`src/rtl/atm_auth_frontend.sv`:
```
// Keypad/card-session front end: collects account and PIN digits, checks them
// against a small on-chip table, tracks wrong-PIN attempts and account locks.
module atm_auth_frontend #(
  parameter int NUM_ACCTS   = 3,
  parameter int DIGITS      = 3,
  parameter int MAX_TRIES   = 3,
  parameter int TIMEOUT_CYC = 1000
) (
  input  logic                  clk,
  input  logic                  rst,
  input  logic                  card_in,
  input  logic                  key_valid,
  input  logic [4:0]            key_code,
  input  logic                  session_end,
  input  logic                  tbl_we,
  input  logic [1:0]            tbl_addr,
  input  logic [4*DIGITS-1:0]   tbl_acct,
  input  logic [4*DIGITS-1:0]   tbl_pin,
  output logic [4*DIGITS-1:0]   account_number,
  output logic [4*DIGITS-1:0]   pin,
  output logic [1:0]            acct_idx,
  output logic                  auth_ok,
  output logic                  auth_fail,
  output logic [1:0]            fail_code,
  output logic                  card_locked,
  output logic [2:0]            prompt
);
  localparam int EW = 4 * DIGITS;
  localparam int CW = $clog2(DIGITS + 1);
  localparam int TW = $clog2(MAX_TRIES + 1);
  localparam int OW = $clog2(TIMEOUT_CYC + 1);
  localparam logic [CW-1:0] DIG_MAX    = CW'(DIGITS);
  localparam logic [TW-1:0] TRY_MAX    = TW'(MAX_TRIES);
  // Reload with T-1 so expiry at 0 lands the abort exactly T cycles after entry.
  localparam logic [OW-1:0] TMO_RELOAD = OW'(TIMEOUT_CYC - 1);

  typedef enum logic [2:0] {
    S_IDLE = 3'd0, S_ACCT = 3'd1, S_ACHK = 3'd2,
    S_PIN  = 3'd3, S_PCHK = 3'd4, S_AUTH = 3'd5
  } state_t;

  state_t                       state_q, state_d;
  logic [EW-1:0]                ebuf_q, ebuf_d;
  logic [CW-1:0]                cnt_q, cnt_d;
  logic [TW-1:0]                tries_q, tries_d, tries_inc;
  logic [OW-1:0]                tmo_q, tmo_d;
  logic [EW-1:0]                acct_q, acct_d, pin_q, pin_d;
  logic [1:0]                   idx_q, idx_d;
  logic                         fail_q, fail_d, locked_q, locked_d, ok_q;
  logic [1:0]                   code_q, code_d;
  logic [2:0]                   prompt_q;
  logic [NUM_ACCTS-1:0]         lock_q, lock_d;
  logic [NUM_ACCTS-1:0][EW-1:0] tbl_acct_q, tbl_acct_d, tbl_pin_q, tbl_pin_d;

  logic       is_digit, is_enter, is_clear, is_cancel, acct_hit;
  logic [1:0] hit_idx;

  assign is_digit  = key_valid && !key_code[4];
  assign is_enter  = key_valid && key_code == 5'h10;
  assign is_clear  = key_valid && key_code == 5'h11;
  assign is_cancel = key_valid && key_code == 5'h12;
  assign tries_inc = tries_q + 1'b1;

  // Parallel compare; scanning high-to-low leaves the lowest matching index.
  always_comb begin
    acct_hit = 1'b0;
    hit_idx  = 2'd0;
    for (int i = NUM_ACCTS - 1; i >= 0; i--) begin
      if (tbl_acct_q[i] == acct_q) begin
        acct_hit = 1'b1;
        hit_idx  = 2'(i);
      end
    end
  end

  always_comb begin
    state_d    = state_q;
    ebuf_d     = ebuf_q;
    cnt_d      = cnt_q;
    tries_d    = tries_q;
    tmo_d      = tmo_q;
    acct_d     = acct_q;
    pin_d      = pin_q;
    idx_d      = idx_q;
    fail_d     = 1'b0;
    code_d     = code_q;
    locked_d   = 1'b0;
    lock_d     = lock_q;
    tbl_acct_d = tbl_acct_q;
    tbl_pin_d  = tbl_pin_q;
    case (state_q)
      S_IDLE: begin
        ebuf_d  = '0;
        cnt_d   = '0;
        tries_d = '0;
        if (card_in) begin
          state_d = S_ACCT;
          tmo_d   = TMO_RELOAD;
        end
      end
      S_ACCT, S_PIN: begin
        tmo_d = tmo_q - 1'b1;
        if (tmo_q == '0 || is_cancel) begin
          state_d = S_IDLE;
          tmo_d   = '0;
          fail_d  = 1'b1;
          code_d  = 2'd0;
        end else if (key_valid) begin
          tmo_d = TMO_RELOAD;
          if (is_digit && cnt_q != DIG_MAX) begin
            ebuf_d = {ebuf_q[EW-5:0], key_code[3:0]};
            cnt_d  = cnt_q + 1'b1;
          end else if (is_clear) begin
            ebuf_d = '0;
            cnt_d  = '0;
          end else if (is_enter && cnt_q == DIG_MAX) begin
            if (state_q == S_ACCT) begin
              acct_d  = ebuf_q;
              state_d = S_ACHK;
            end else begin
              pin_d   = ebuf_q;
              state_d = S_PCHK;
            end
          end
        end
      end
      S_ACHK: begin
        if (!acct_hit || lock_q[hit_idx]) begin
          state_d = S_IDLE;
          fail_d  = 1'b1;
          code_d  = acct_hit ? 2'd3 : 2'd1;
        end else begin
          idx_d   = hit_idx;
          ebuf_d  = '0;
          cnt_d   = '0;
          tmo_d   = TMO_RELOAD;
          state_d = S_PIN;
        end
      end
      S_PCHK: begin
        if (pin_q == tbl_pin_q[idx_q]) begin
          state_d = S_AUTH;
        end else begin
          tries_d = tries_inc;
          fail_d  = 1'b1;
          code_d  = 2'd2;
          if (tries_inc == TRY_MAX) begin
            lock_d[idx_q] = 1'b1;
            locked_d      = 1'b1;
            state_d       = S_IDLE;
          end else begin
            ebuf_d  = '0;
            cnt_d   = '0;
            tmo_d   = TMO_RELOAD;
            state_d = S_PIN;
          end
        end
      end
      S_AUTH: begin
        if (session_end) begin
          state_d = S_IDLE;
          acct_d  = '0;
          pin_d   = '0;
          idx_d   = '0;
        end
      end
      default: state_d = S_IDLE;
    endcase
    // Table writes apply after the check, so a same-cycle unlock beats a lock.
    for (int i = 0; i < NUM_ACCTS; i++) begin
      if (tbl_we && tbl_addr == 2'(i)) begin
        tbl_acct_d[i] = tbl_acct;
        tbl_pin_d[i]  = tbl_pin;
        lock_d[i]     = 1'b0;
      end
    end
  end

  always_ff @(posedge clk or posedge rst) begin
    if (rst) begin
      state_q    <= S_IDLE;
      ebuf_q     <= '0;
      cnt_q      <= '0;
      tries_q    <= '0;
      tmo_q      <= '0;
      acct_q     <= '0;
      pin_q      <= '0;
      idx_q      <= '0;
      fail_q     <= 1'b0;
      code_q     <= 2'd0;
      locked_q   <= 1'b0;
      ok_q       <= 1'b0;
      prompt_q   <= 3'd0;
      lock_q     <= '0;
      tbl_acct_q <= '0;
      tbl_pin_q  <= '0;
    end else begin
      state_q    <= state_d;
      ebuf_q     <= ebuf_d;
      cnt_q      <= cnt_d;
      tries_q    <= tries_d;
      tmo_q      <= tmo_d;
      acct_q     <= acct_d;
      pin_q      <= pin_d;
      idx_q      <= idx_d;
      fail_q     <= fail_d;
      code_q     <= code_d;
      locked_q   <= locked_d;
      ok_q       <= (state_d == S_AUTH);
      prompt_q   <= state_d;
      lock_q     <= lock_d;
      tbl_acct_q <= tbl_acct_d;
      tbl_pin_q  <= tbl_pin_d;
    end
  end

  assign account_number = acct_q;
  assign pin            = pin_q;
  assign acct_idx       = idx_q;
  assign auth_ok        = ok_q;
  assign auth_fail      = fail_q;
  assign fail_code      = code_q;
  assign card_locked    = locked_q;
  assign prompt         = prompt_q;
endmodule

```
`config.mk`:
```
export PLATFORM = sky130hd
export DESIGN_NAME = atm_auth_frontend
export DESIGN_NICKNAME = d
export VERILOG_FILES = /design/src/rtl/atm_auth_frontend.sv
export SDC_FILE = /design/constraint.sdc
export NUM_CORES = 1
export LEC_CHECK = 0
export BUFFER_PORTS_ARGS = -buffer_cell sky130_fd_sc_hd__buf_2
export CORE_AREA = 2 2 105 107
export DETAILED_ROUTE_END_ITERATION = 16
export DIE_AREA = 0 0 107 109
export PLACE_DENSITY = 0.83
export RECOVER_POWER = 25
export SYNTH_ARGS = -nofsm -noshare
export SYNTH_HDL_FRONTEND = slang
export SYNTH_SLANG_ARGS = --single-unit
```
`constraint.sdc`:
```
create_clock -name clk -period 11.85 [get_ports clk]
set_input_delay 1.185 -clock clk [delete_from_list [all_inputs] [get_ports clk]]
set_output_delay 1.185 -clock clk [all_outputs]
set_load 0.03 [all_outputs]
```
# After elaboration in Yosys (flattened, before gate mapping)
# Index checks and enable logic that the tools add are counted.
[op_classes] order_cmp=3 reduce_logical=39 bitwise=1 add_sub_neg=3 muxes=85 eq_ne=36
[ops] cell="$mux W12" count=21
[ops] cell="$mux W10" count=6
[ops] cell="$eq A12 B12 Y1" count=4
[ops] cell="$pmux W12 S2" count=2
[ops] cell="$pmux W12 S4" count=1
[ops] cell="$pmux W10 S4" count=1
[ops] cell="$mux W2" count=19
[ops] cell="$mux W3" count=12
[ops] cell="$ne A2 B2 Y1 const B" count=15
[ops] cell="$bmux W12 S2" count=1
[ops] cell="$reduce_bool A2 Y1" count=9
[ops] cell="$reduce_and A8 Y1" count=2
[ops] cell="$eq A5 B5 Y1 const B" count=3
[ops] cell="$pmux W3 S5" count=1
[ops] cell="$mux W1" count=14
[ops] cell="$reduce_and A3 Y1" count=4
[ops] cell="$logic_and A1 B1 Y1" count=10
[ops] cell="$logic_not A10 Y1" count=1
[ops] cell="$sub A10 B1 Y10 const B" count=1
[ops] cell="$eq A3 B3 Y1 const B" count=3
[ops] cell="$pmux W2 S2" count=2
[ops] cell="$pmux W2 S4" count=1
[ops] cell="$reduce_and A7 Y1" count=1
[ops] cell="$eq A2 B2 Y1 const B" count=3
[ops] cell="other kinds (23)" count=30
[word_totals] in_bits=37 regBits=135 output_inout_bits=34 elab_cells=188

# Depth between registers and ports, before layout
# Gate-level depths: netlist of run 1.
[depth] ltp_word=10 depth_mapped=11

# Least setup slack after synthesis of run 1
# OpenSTA, ideal clock, no wires.
[synth_path] path_kind="input to register" startpoint="in key_code[3]" endpoint="reg pin_q[0], in the netlist pin[0]" t_arrival_ps=2753 path_stages=9 slack_ps=8973 setup_time_ps=125 cell_sequence="nor2_1 > nand3_1 > nor2_1 > nand3b_1 > nor3b_1 > a21oi_1 > nor2b_1 > buf_2 > mux2_2"
[synth_between] elab_chain_len=5 elab_cells_between_ends=12
[synth_lines] element="start: declaration" line_no="13" rtl="input logic [4:0] key_code,"
[synth_lines] element="$eq A5 B5 Y1, on equally long branches" line_no="59, 61"
[synth_lines] element="$logic_and A1 B1 Y1, on equally long branches" line_no="59, 61"
[synth_lines] element="$logic_and A1 B1 Y1 or $logic_or A1 B1 Y1 (tied branches)" line_no="116, 103"
[synth_lines] element="$ne A2 B2 Y1 (no source line)"
[synth_lines] element="$reduce_and A8 Y1 (no source line) (*)"
[synth_lines] element="end signal: assignment" line_no="204" rtl="pin_q <= pin_d;"
[synth_lines] element="end: declaration" line_no="47" rtl="logic [EW-1:0] acct_q, acct_d, pin_q, pin_d;"
# Mark *: on every way between the ends. The rest lies on a longest branch, timed or not.
# A chain may end at the register's enable or synchronous reset.

# Final worst setup path of run 1
[layout_path] startpoint="reg idx_q[1], in the netlist acct_idx[1]" endpoint="reg tmo_q[1]"
[layout_between] elab_chain_len=5
[layout_lines] element="start: declaration" line_no="48" rtl="logic [1:0] idx_q, idx_d;"
[layout_lines] element="start signal: assignment" line_no="205" rtl="idx_q <= idx_d;"
[layout_lines] element="$bmux W12 S2" line_no="141" rtl="if (pin_q == tbl_pin_q[idx_q]) begin"
[layout_lines] element="$mux W12 (not written as such)" line_no="141"
[layout_lines] element="$eq A12 B12 Y1" line_no="141"
[layout_lines] element="$ne A2 B2 Y1 (no source line)"
[layout_lines] element="$reduce_and A5 Y1 (no source line)"
[layout_lines] element="end signal: assignment" line_no="202" rtl="tmo_q <= tmo_d;"
[layout_lines] element="end: declaration" line_no="46" rtl="logic [OW-1:0] tmo_q, tmo_d;"
# No other way between the ends. The select of a mux whose other input is x is not followed.

==> results by group, run 1 <==
Synth
  • Seq cells post-synth: 135
  • Yosys top cell by area: dfrtp_1
  • EDFF count, synth: 0
  • Synth Flop Type: dfrtp_1
  • Average size of a mapped cell: roughly 11 sq um
  • Post-synthesis sequential area ratio: 0.5223
  • Cell Area, Synth: approximately 0.0065 sq mm
  • Yosys warning count: 0
  • Yosys top cell area share: 0.5223
  • FFs w/ async S/R, synth: 1.000
  • Synth cell types: 53
  • Synth Instances: 570
  • Top post-synthesis cells by area: dfrtp_1 52%, mux2_2 13%, nand2_1 4.9%
  • Mapped Nets: about 600

Global routing
  • First-pass GRT wire length: 24090 um
  • Largest net degree at the start of global routing: slightly below 90
  • Global Route Usage Sum: 0.2719
  • Initial antenna violation count: 0
  • Vias in the first global route: around 4800
  • Grt ovf: 0

Cells and area
  • N_diodes: 0
  • Share of cells above drive strength 1: 0.2789
  • Growth of design area from synthesis to finish: 14.74%
  • Commonest non-fill, non-tap cell in the layout: dfrtp_1
  • Most frequent cells in the layout: 135 x dfrtp_1, 85 x nand2_1, 72 x mux2_2
  • Core Util, Final: 0.6999
  • Nets: about 680

Floorplanning
  • Die height: roughly 110 um
  • Core ar.: 0.01060 sq mm
  • Total die area: 0.01166 sq mm
  • Die Span X: 107 um
  • Top Ports: 71
  • Std-Cell Rows: 38
  • Initial Util: 0.6100

Clock network
  • CTS Buffer Depth: 2
  • CTS tree: built
  • Clock sinks: 135
  • Root buffer cell: clkbuf_8
  • Post-CTS Setup Repair Bufs: 0
  • CTS clk-pin slew, worst paths: ~0.060 ns
  • Worst skew pair latency: 0.54 ns
  • CTS H-tree lvls: 4
  • CTS buffer count: 17
  • Resize count post-CTS: 0
  • Hold_buf cts: 0

Status
  • Status: finished with violations
  • Violated checks: capacitance limit, slew limit

Routing
  • Post-route ant nets: 0
  • Avg WL per Cell: 18.74 um
  • Via/cell ratio: 5.997
  • # DRC: 0
  • First drt pass iteration count: 5
  • Final WL: around 15000 um
  • Drt first-iter violations: approximately 380
  • Vias: 4732

STA
  • Hold Vio Cnt, Final: 0
  • Final setup viols: 0
  • RSZ-0062 raised after global routing: no
  • Worst Tran Pin Value: ~2.2 ns
  • Period utilization: 0.2770
  • Max Clk Rate: just over 300 MHz
  • Max_slew headroom: -0.4636
  • Setup TNS: 0 ns
  • Pins Over Slew Limit: 103
  • Post-route minimum period: ~3.3 ns
  • Fin Clk Skew: about 0.0066 ns

Power and ir drop
  • Pwr dens: 170.0 mW/mm^2
  • Worst VDD drop: around 0.11 mV
  • Pleak: around 3.5 nW

Critical path
  • CP peak stage delay: just under 1 ns
  • Arr. time, crit path: 3.70 ns
  • CP Buf/Inv Count: 0
  • Critical path class: flop to flop
  • Worst-path maximum fanout: 24
  • R2R cell count: 8
  • Crit. End Element: flop
  • Critical Path, Cell by Cell: nor2b_1 > o2bb2ai_1 > xnor2_1 > nand4_1 > o31ai_2 > a221oi_4 > and2_4 > mux2_4
  • Largest delay contributor family on the critical path: flip-flops
  • Critical path launch point type: flop
  • Slowest-stage cell, CP: dfrtp_1
  • CP Depth: 8
  • Req. time, crit path: roughly 12 ns

Placed design
  • Buffers on Ports: 70
  • Post-DP HPWL: ~10000 um
  • Gpl congestion: 0.8632

Job
  • Max-cap viol count: 3

Min path
  • Hold Crit Depth: 1
  • Hold WC Path Type: flop to flop
-- routing by layer --
metal  GRT usage  wire (um)
met1      0.3466       6242
met4     0.08720        310
met3     0.07472        823
met2      0.4554       7411
met5           0          0
-- path summary, 6_finish.rpt --
path,end,slack [ns],from
max,tmo_q[1]$_DFFE_PP0P_,8.57,acct_idx[1]$_DFFE_PP0P_
min,tries_q[0]$_DFFE_PP0P_,0.50,tries_q[0]$_DFFE_PP0P_
max reg2reg,tmo_q[1]$_DFFE_PP0P_,8.57,acct_idx[1]$_DFFE_PP0P_
min reg2reg,tries_q[0]$_DFFE_PP0P_,0.50,tries_q[0]$_DFFE_PP0P_
max in group asynchronous,tbl_pin_q[17]$_DFFE_PP0P_,8.77,rst
min in group asynchronous,tbl_acct_q[1]$_DFFE_PP0P_,1.22,rst
-- state kept, by name, summed over array words and instances (netlist names) --
name	count
card_locked	1
ebuf_q	12
tmo_q	10
acct_idx	2
tbl_pin_q	36
pin	12
fail_code	2
auth_fail	1
tbl_acct_q	36
tries_q	2
lock_q	3
auth_ok	1
account_number	12
cnt_q	2
prompt	3
-- report_power, final --
group / leakage, nW / internal (mW) / total (mW) / switching (mW)
clock: 0.269 / 0.300 / 0.484 / 0.184
sequential: 1.70 / 0.520 / 0.570 / 0.0492
combinational: 1.53 / 0.0927 / 0.208 / 0.115
-- Yosys cell counts (all sizes together) (2+ instances only) --
cell / number
nor2b: 6
nor2: 23
nand2: 86
clkbuf: 11
xnor2: 25
a22o: 14
mux2: 75
nand2b: 2
inv: 12
and2: 16
o21a: 4
buf: 11
xor2: 24
o31ai: 3
a21oi: 9
o21ai: 17
ha: 4
and3: 4
mux2i: 14
or3: 3
a31oi: 6
nor3: 11
nor3b: 3
o2bb2ai: 5
nor4: 8
nand3b: 10
nand4: 6
nand3: 8
a221oi: 2
dfrtp: 135
a211oi: 2
-- per-stage QoR --
stage                     power, mW  worst slack [ns]  hold slack (ns)  instances  area, sq um
after floorplan              0.7252             7.054           0.4454        570         6467
after global placement       0.7677             8.340           0.4578        761         6902
after detailed placement     0.7817             8.299           0.4699        761         6902
after CTS                     1.266             8.623           0.4915        789         7437
after global routing          1.313             8.251           0.5122        789         7421
final                         1.262             8.568           0.4960        789         7421
-- cell type report --
class	count	area, sq um
tap	140	175.2
fill	756	3182
sequential	135	3378
clock buffer	24	490.5
timing repair buffer	73	362.8
inverter	12	46.29
clock inverter	4	45.04
multi-input combinational	401	2923
-- kinds of logic (layout without fill, tap and decap cells) --
group / count (synthesis) / in the layout / share of synthesized area
compound gates: 71 / 71 / 0.08145
xor+xnor: 49 / 49 / 0.06636
fa+ha+maj: 4 / 4 / 0.007739
buf+inv: 34 / 113 / 0.02573
flops: 135 / 135 / 0.5223
mux: 89 / 89 / 0.1540
simple gates: 188 / 188 / 0.1424
No activity file was read; power rests on OpenSTA's default activity.
==> run 2, diff against run 1 <==
- CORE_AREA: 2 2 105 107 -> 2 2 108 110
- DIE_AREA: 0 0 107 109 -> 0 0 110 112
- PLACE_DENSITY: 0.83 -> 0.79
- clock period: 11.85 -> 3.35 ns (I/O delays scaled with it)
==> run 2 against run 1 <==
  * The run still ends with capacitance limit, slew limit left
  * Final area is 2.1% higher
  * Clock skew is 0.00080 ns higher
  * Critical path depth stayed put
  * Combinational power grew to 3.6 times the previous value
==> results by group, run 2 (synthesized netlist as in run 1, its figures left out) <==
Clock network
  • Resize count post-CTS: 0 (unchanged)
  • Worst skew pair latency: 0.42 ns (was 0.54 ns)
  • CTS tree: built (unchanged)
  • CTS Buffer Depth: 2 (unchanged)
  • Hold_buf cts: 0 (unchanged)
  • CTS clk-pin slew, worst paths: 0.06 ns (about the same)
  • Root buffer cell: clkbuf_16 (was clkbuf_8)
  • CTS buffer count: 17 (unchanged)
  • Post-CTS Setup Repair Bufs: 0 (unchanged)
  • CTS H-tree lvls: 4 (unchanged)
  • Clock sinks: 135 (unchanged)

STA
  • Pins Over Slew Limit: 102 (was 103)
  • Period utilization: 0.8598 (was 0.2770)
  • RSZ-0062 raised after global routing: no (unchanged)
  • Max Clk Rate: 347.2 MHz (was 304.7 MHz)
  • Final setup viols: 0 (unchanged)
  • Worst setup margin: 0.4696 ns (was 8.568 ns)
  • Worst Tran Pin Value: 1.840 ns (was 2.183 ns)
  • Post-route minimum period: 2.880 ns (was 3.282 ns)
  • Max_slew headroom: -0.2265 (was -0.4636)
  • Setup TNS: 0 ns (unchanged)
  • Fin Clk Skew: 0.007379 ns (was 0.006574 ns)
  • Hold Vio Cnt, Final: 0 (unchanged)
  • WHS: 0.1330 ns (was 0.4960 ns)

Floorplanning
  • Die Span X: 110 um (was 107 um)
  • Top Ports: 71 (unchanged)
  • Initial Util: 0.5788 (was 0.6100)
  • Core ar.: 0.01117 sq mm (was 0.01060 sq mm)
  • Total die area: 0.01232 sq mm (was 0.01166 sq mm)
  • Std-Cell Rows: 39 (was 38)
  • Die height: 112 um (was 109 um)

Critical path
  • Critical Path, Cell by Cell: xor2_1 > nor4_1 > nand3_1 > mux2i_1 > mux2_4 > a221oi_4 > and2_4 > mux2_4 (was nor2b_1 > o2bb2ai_1 > xnor2_1 > nand4_1 > o31ai_2 > a221oi_4 > and2_4 > mux2_4)
  • Critical path launch point type: flop (unchanged)
  • Arr. time, crit path: 3.19 ns (was 3.70 ns)
  • R2R cell count: 8 (unchanged)
  • RR Endpoint: tmo_q[1]$_DFFE_PP0P_ (unchanged)
  • CP peak stage delay: 0.47 ns (was 0.99 ns)
  • Largest delay contributor family on the critical path: simple AND/OR/NAND/NOR gates (was flip-flops)
  • Worst-path maximum fanout: 7 (was 24)
  • R2r setup slk: 0.47 ns (was 8.57 ns)
  • Req. time, crit path: 3.66 ns (was 12.27 ns)
  • CP dominant cell by count: mux2_4
  • Crit. End Element: flop (unchanged)
  • Slowest-stage cell, CP: dfrtp_1 (unchanged)
  • CP Buf/Inv Count: 0 (unchanged)
  • Worst setup path startpoint: account_number[2]$_DFFE_PP0P_ (was acct_idx[1]$_DFFE_PP0P_)
  • FF-to-FF Start: account_number[2]$_DFFE_PP0P_ (was acct_idx[1]$_DFFE_PP0P_)
  • Critical path class: flop to flop (unchanged)

Placed design
  • Pre-CTS setup slack: 0.5387 ns (was 8.299 ns)
  • Buffers on Ports: 70 (unchanged)
  • Gpl congestion: 0.8713 (was 0.8632)
  • Placed inst area: 0.006944 sq mm (was 0.006902 sq mm)
  • Post-DP HPWL: 10420 um (was 10180 um)

Job
  • Max-cap viol count: 3 (unchanged)

Routing
  • First drt pass iteration count: 5 (unchanged)
  • Met2 wire len: 7436 um (was 7411 um)
  • Vias: 4666 (was 4732)
  • Post-route ant nets: 0 (unchanged)
  • Final WL: 15170 um (was 14790 um)
  • # DRC: 0 (unchanged)
  • Avg WL per Cell: 18.96 um (was 18.74 um)
  • Met1 WL: 6513 um (was 6242 um)
  • Drt first-iter violations: 356 (was 381)
  • Highest metal used: met4 (unchanged)
  • Via/cell ratio: 5.833 (was 5.997)
  • WL met3: 876 um (was 823 um)

Min path
  • Worst min-delay path startpoint: tbl_acct[10] (was tries_q[0]$_DFFE_PP0P_)
  • Hold WC Path Type: input port to flop (was flop to flop)
  • WHS Endpoint: tbl_acct_q[22]$_DFFE_PP0P_ (was tries_q[0]$_DFFE_PP0P_)
  • Hold Crit Depth: 3 (was 1)

Cells and area
  • Share of cells above drive strength 1: 0.2922 (was 0.2789)
  • Most frequent cells in the layout: 135 x dfrtp_1, 85 x nand2_1, 72 x mux2_2 (unchanged)
  • Final non-filler cell area: 0.007574 sq mm (was 0.007421 sq mm)
  • Commonest non-fill, non-tap cell in the layout: dfrtp_1 (unchanged)
  • N_diodes: 0 (unchanged)
  • Nets: 686 (was 681)
  • Growth of design area from synthesis to finish: 17.10% (was 14.74%)
  • Largest registers: tbl_acct_q: 36 flops, tbl_pin_q: 36 flops (unchanged)

Status
  • Status: finished with violations (unchanged)
  • Violated checks: capacitance limit, slew limit (unchanged)

Global routing
  • Global Route Usage Sum: 0.2638 (was 0.2719)
  • Grt ovf: 0 (unchanged)
  • Vias in the first global route: 4801 (was 4782)
  • Initial antenna violation count: 0 (unchanged)
  • First-pass GRT wire length: 24570 um (was 24090 um)
  • Largest net degree at the start of global routing: 76 (was 87)

Power and ir drop
  • Pleak: 3.564 nW (was 3.498 nW)
  • Pwr dens: 632.5 mW/mm^2 (was 170.0 mW/mm^2)
  • Worst VDD drop: 0.4160 mV (was 0.1123 mV)
[run 2: layer usage]
layer,vias up,track usage
li1,2153,-
met1,2347,0.3554
met2,140,0.4115
met3,26,0.06792
met4,0,0.09705
met5,-,0
[run 2: worst max-delay path by stage]
stage | cells after the start | end
2_1_floorplan | 9 | tmo_q[0]$_DFFE_PP0P_
3_3_place_gp | 8 | tmo_q[0]$_DFFE_PP0P_
3_5_place_dp | 8 | tmo_q[1]$_DFFE_PP0P_
4_1_cts | 8 | tmo_q[1]$_DFFE_PP0P_
5_1_grt | 8 | tmo_q[1]$_DFFE_PP0P_
6_report | 8 | tmo_q[1]$_DFFE_PP0P_
[run 2: through the flow]
step,util,power [mW],std cells
4_1_cts,0.6790,4.801,800
3_5_place_dp,0.6214,2.771,769
2_1_floorplan,-,2.566,570
6_report,0.6778,4.790,800
3_3_place_gp,0.6214,2.730,769
5_1_grt,0.6778,4.984,800
[run 2: final cells by class]
cell class                      instances  area (sq um)
Fill cell                             815          3601
Timing Repair Buffer                   78         399.1
Inverter                               12         46.29
Multi-Input combinational cell        401          2928
Tap cell                              143         178.9
Clock inverter                         12         200.2
Clock buffer                           19         442.9
Sequential cell                       135          3378
[run 2: worst reg2reg max path, stage by stage (launching register included)]
cell and delay, ns:
dfrtp_1 0.47, xor2_1 0.18, nor4_1 0.34, nand3_1 0.27
mux2i_1 0.20, mux2_4 0.32, a221oi_4 0.42, and2_4 0.27
mux2_4 0.30
[run 2: power by group]
group / switching [mW] / total (mW) / internal, mW
combinational: 0.409 / 0.740 / 0.331
sequential: 0.169 / 2.01 / 1.84
clock: 0.705 / 2.04 / 1.34
total: 1.28 / 4.79 / 3.51
==> run 3, diff against run 2 <==
- ABC_AREA: unset -> 1
- CORE_AREA: 2 2 108 110 -> 2 2 113 115
- DIE_AREA: 0 0 110 112 -> 0 0 115 117
- PLACE_DENSITY: 0.79 -> 0.78
==> run 3 against run 2 <==
  * The run ends with capacitance limit left
  * Cell count up 44%
  * Clock skew down 0.00050 ns
  * Routed wire length rose by 9.2%
  * Critical path type unchanged
==> results by group, run 3 <==
Routing
  • Post-route ant nets: 0 (unchanged)
  • Vias: 6163 (was 4666)
  • Via/cell ratio: 5.341 (was 5.833)
  • Drt first-iter violations: 509 (was 356)
  • # DRC: 0 (unchanged)
  • First drt pass iteration count: 5 (unchanged)
  • Highest metal used: met4 (unchanged)
  • Avg WL per Cell: 14.36 um (was 18.96 um)
  • WL met3: 847 um (was 876 um)
  • Met2 wire len: 8067 um (was 7436 um)
  • Final WL: 16570 um (was 15170 um)
  • Met1 WL: 7387 um (was 6513 um)

Cells and area
  • Filler cell count: 1072 (was 815)
  • Most frequent cells in the layout: 328 x nand2_1, 135 x dfrtp_1, 94 x o21ai_0, 94 x inv_1, 70 x buf_2 (was 135 x dfrtp_1, 85 x nand2_1, 72 x mux2_2)
  • Nets: 1032 (was 686)
  • Core Util, Final: 0.6553 (was 0.6778)
  • Growth of design area from synthesis to finish: 14.43% (was 17.10%)
  • N_diodes: 0 (unchanged)
  • Commonest non-fill, non-tap cell in the layout: nand2_1 (was dfrtp_1)
  • Share of cells above drive strength 1: 0.1315 (was 0.2922)
  • Largest registers: tbl_acct_q: 36 flops, tbl_pin_q: 36 flops (unchanged)

Min path
  • Hold WC Path Type: input port to flop (unchanged)

Placed design
  • Post-DP HPWL: 11680 um (was 10420 um)
  • Gpl congestion: 0.8854 (was 0.8713)
  • Buffers on Ports: 70 (unchanged)

Synth
  • Cell Area, Synth: 0.007051 sq mm (was 0.006467 sq mm)
  • Yosys top cell by area: dfrtp_1 (unchanged)
  • Average size of a mapped cell: 7.630 sq um (was 11.35 sq um)
  • Mapped Nets: 965 (was 611)
  • Synth cell types: 38 (was 53)
  • Yosys top cell area share: 0.4791 (was 0.5223)
  • Post-synthesis sequential area ratio: 0.4791 (was 0.5223)
  • Synth Flop Type: dfrtp_1 (unchanged)
  • Top post-synthesis cells by area: dfrtp_1 48%, nand2_1 17%, o21ai_0 6.7% (was dfrtp_1 52%, mux2_2 13%, nand2_1 4.9%)
  • FFs w/ async S/R, synth: 1.000 (unchanged)
  • Commonest cells in the netlist: 328 x nand2_1, 135 x dfrtp_1, 95 x inv_1, 94 x o21ai_0, 53 x nor2_1 (was 135 x dfrtp_1, 85 x nand2_1, 72 x mux2_2, 25 x xnor2_1, 24 x xor2_1)
  • Yosys warning count: 0 (unchanged)
  • Seq cells post-synth: 135 (unchanged)
  • Synth Instances: 924 (was 570)
  • Count leader, synth: nand2_1 (was dfrtp_1)
  • EDFF count, synth: 0 (unchanged)

Global routing
  • Grt ovf: 0 (unchanged)
  • Global Route Usage Sum: 0.2619 (was 0.2638)
  • First-pass GRT wire length: 27230 um (was 24570 um)
  • Largest net degree at the start of global routing: 63 (was 76)
  • Initial antenna violation count: 0 (unchanged)
  • Vias in the first global route: 5614 (was 4801)

Floorplanning
  • Std-Cell Rows: 41 (was 39)
  • Initial Util: 0.5727 (was 0.5788)
  • Total die area: 0.01346 sq mm (was 0.01232 sq mm)
  • Die height: 117 um (was 112 um)
  • Die Span X: 115 um (was 110 um)
  • Top Ports: 71 (unchanged)
  • Core ar.: 0.01231 sq mm (was 0.01117 sq mm)

Critical path
  • Worst-path maximum fanout: 24 (was 7)
  • Critical path class: flop to flop (unchanged)
  • CP dominant cell by count: nand2_1 (was mux2_4)
  • Critical Path, Cell by Cell: inv_1 > nor2_1 > nand2_1 > nand3_1 > nand2_1 > nand2_1 > nand2_1 > nor2_2 > nand3_2 > nand2_2 > nand2_4 > nand3_2 > nand2_1 > nand2_1 (was xor2_1 > nor4_1 > nand3_1 > mux2i_1 > mux2_4 > a221oi_4 > and2_4 > mux2_4)
  • Req. time, crit path: 3.70 ns (was 3.66 ns)
  • Arr. time, crit path: 3.08 ns (was 3.19 ns)
  • Largest delay contributor family on the critical path: simple AND/OR/NAND/NOR gates (unchanged)
  • Slowest-stage cell, CP: dfrtp_1 (unchanged)
  • Crit. End Element: flop (unchanged)
  • CP peak stage delay: 0.65 ns (was 0.47 ns)
  • CP Buf/Inv Count: 1 (was 0)
  • Critical path launch point type: flop (unchanged)

STA
  • Final setup viols: 0 (unchanged)
  • Max Clk Rate: 366.3 MHz (was 347.2 MHz)
  • Hold Vio Cnt, Final: 0 (unchanged)
  • Setup TNS: 0 ns (unchanged)
  • Fin Clk Skew: 0.006878 ns (was 0.007379 ns)
  • RSZ-0062 raised after global routing: no (unchanged)
  • Post-route minimum period: 2.730 ns (was 2.880 ns)
  • Pins Over Slew Limit: 0 (was 102)
  • Worst Tran Pin Value: 1.492 ns (was 1.840 ns)
  • Max_slew headroom: 0.005360 (was -0.2265)
  • Period utilization: 0.8149 (was 0.8598)

Clock network
  • CTS buffer count: 17 (unchanged)
  • CTS H-tree lvls: 4 (unchanged)
  • Clock sinks: 135 (unchanged)
  • Worst skew pair latency: 0.42 ns (about the same)
  • CTS clk-pin slew, worst paths: 0.05 ns (was 0.06 ns)
  • CTS tree: built (unchanged)
  • Resize count post-CTS: 0 (unchanged)
  • CTS Buffer Depth: 2 (unchanged)
  • Hold_buf cts: 0 (unchanged)
  • Root buffer cell: clkbuf_16 (unchanged)
  • Post-CTS Setup Repair Bufs: 0 (unchanged)

Status
  • Violated checks: capacitance limit (was capacitance limit, slew limit)
  • Status: finished with violations (unchanged)

Power and ir drop
  • Pleak: 4.135 nW (was 3.564 nW)
  • Worst VDD drop: 0.3510 mV (was 0.4160 mV)
  • Pwr dens: 664.7 mW/mm^2 (was 632.5 mW/mm^2)

Job
  • Max-cap viol count: 1 (was 3)
-- run 3: cell types whose count changed in the layout (fill, tap and decap cells not counted), moves of 20 or more --
cell | before | now
nor2_1 | 23 | 53
nand4_1 | 6 | 41
inv_1 | 10 | 94
mux2_2 | 72 | 1
o21ai_0 | 14 | 94
nand3_1 | 8 | 52
nand2_1 | 85 | 328
xor2_1 | 24 | 4
-- run 3: final timing paths --
kind                                         endpoint  slack (ns)  depth (start not counted)                startpoint
min in group asynchronous   tbl_acct_q[5]$_DFFE_PP0P_        0.18                          2                       rst
max in group asynchronous   tbl_pin_q[19]$_DFFE_PP0P_        1.16                          3                       rst
setup reg to reg                 tmo_q[8]$_DFFE_PP0P_        0.62                         14   acct_idx[1]$_DFFE_PP0P_
setup / recovery                 tmo_q[8]$_DFFE_PP0P_        0.62                         14   acct_idx[1]$_DFFE_PP0P_
hold / removal             tbl_acct_q[24]$_DFFE_PP0P_        0.15                          3               tbl_acct[0]
hold reg to reg              fail_code[0]$_DFFE_PP0P_        0.47                          2  fail_code[0]$_DFFE_PP0P_
-- run 3: cell families after synthesis --
| kind of cell | Yosys count | synth area share |
|---|---|---|
| buf+inv | 133 | 0.08057 |
| xor+xnor | 27 | 0.03354 |
| fa+ha+maj | 4 | 0.007099 |
| compound gates | 123 | 0.09051 |
| mux | 1 | 0.001597 |
| flops | 135 | 0.4791 |
| simple gates | 501 | 0.3075 |
-- run 3: final cells by class --
type | instances | area, sq um | area share
Clock buffer | 24 | 481.7 | 0.05971
Clock inverter | 8 | 120.1 | 0.01489
Inverter | 101 | 380.4 | 0.04715
Multi-Input combinational cell | 656 | 3104 | 0.3848
Sequential cell | 135 | 3378 | 0.4187
Tap cell | 150 | 187.7 | 0.02326
Timing Repair Buffer | 80 | 415.4 | 0.05149
-- run 3: worst reg2reg max path, stage by stage, from the launching register on --
cell and delay, ns:
dfrtp_1 0.65, inv_1 0.35, nor2_1 0.36, nand2_1 0.13, nand3_1 0.09, nand2_1 0.05
nand2_1 0.06, nand2_1 0.06, nor2_2 0.16, nand3_2 0.11, nand2_2 0.09, nand2_4 0.17
nand3_2 0.25, nand2_1 0.08, nand2_1 0.06
-- run 3: power by group --
group	total, mW	switching [mW]	leakage, nW	internal, mW
clock	1.89	0.665	0.290	1.23
combinational	1.33	0.874	2.10	0.457
sequential	2.14	0.256	1.74	1.89
total	5.36	1.79	4.13	3.57
-- run 3: layer usage --
| metal | global-route usage | vias up |
|---|---|---|
| met4 | 0.08514 | 0 |
| met2 | 0.4310 | 179 |
| met5 | 0 | - |
| met3 | 0.05922 | 21 |
| met1 | 0.3478 | 2862 |
| li1 | - | 3101 |
-- run 3: per-stage QoR --
step | std cells | hold WS, ns | area [sq um] | worst slack, ns | power, mW
after floorplan | 924 | 0.4422 | 7054 | 1.336 | 3.155
after global placement | 1122 | 0.4504 | 7491 | 0.7544 | 3.452
after detailed placement | 1122 | 0.4533 | 7491 | 0.6608 | 3.485
after CTS | 1154 | 0.01386 | 8093 | 0.6329 | 5.393
after global routing | 1154 | 0.1432 | 8068 | 0.3670 | 5.677
final | 1154 | 0.1456 | 8068 | 0.6202 | 5.363
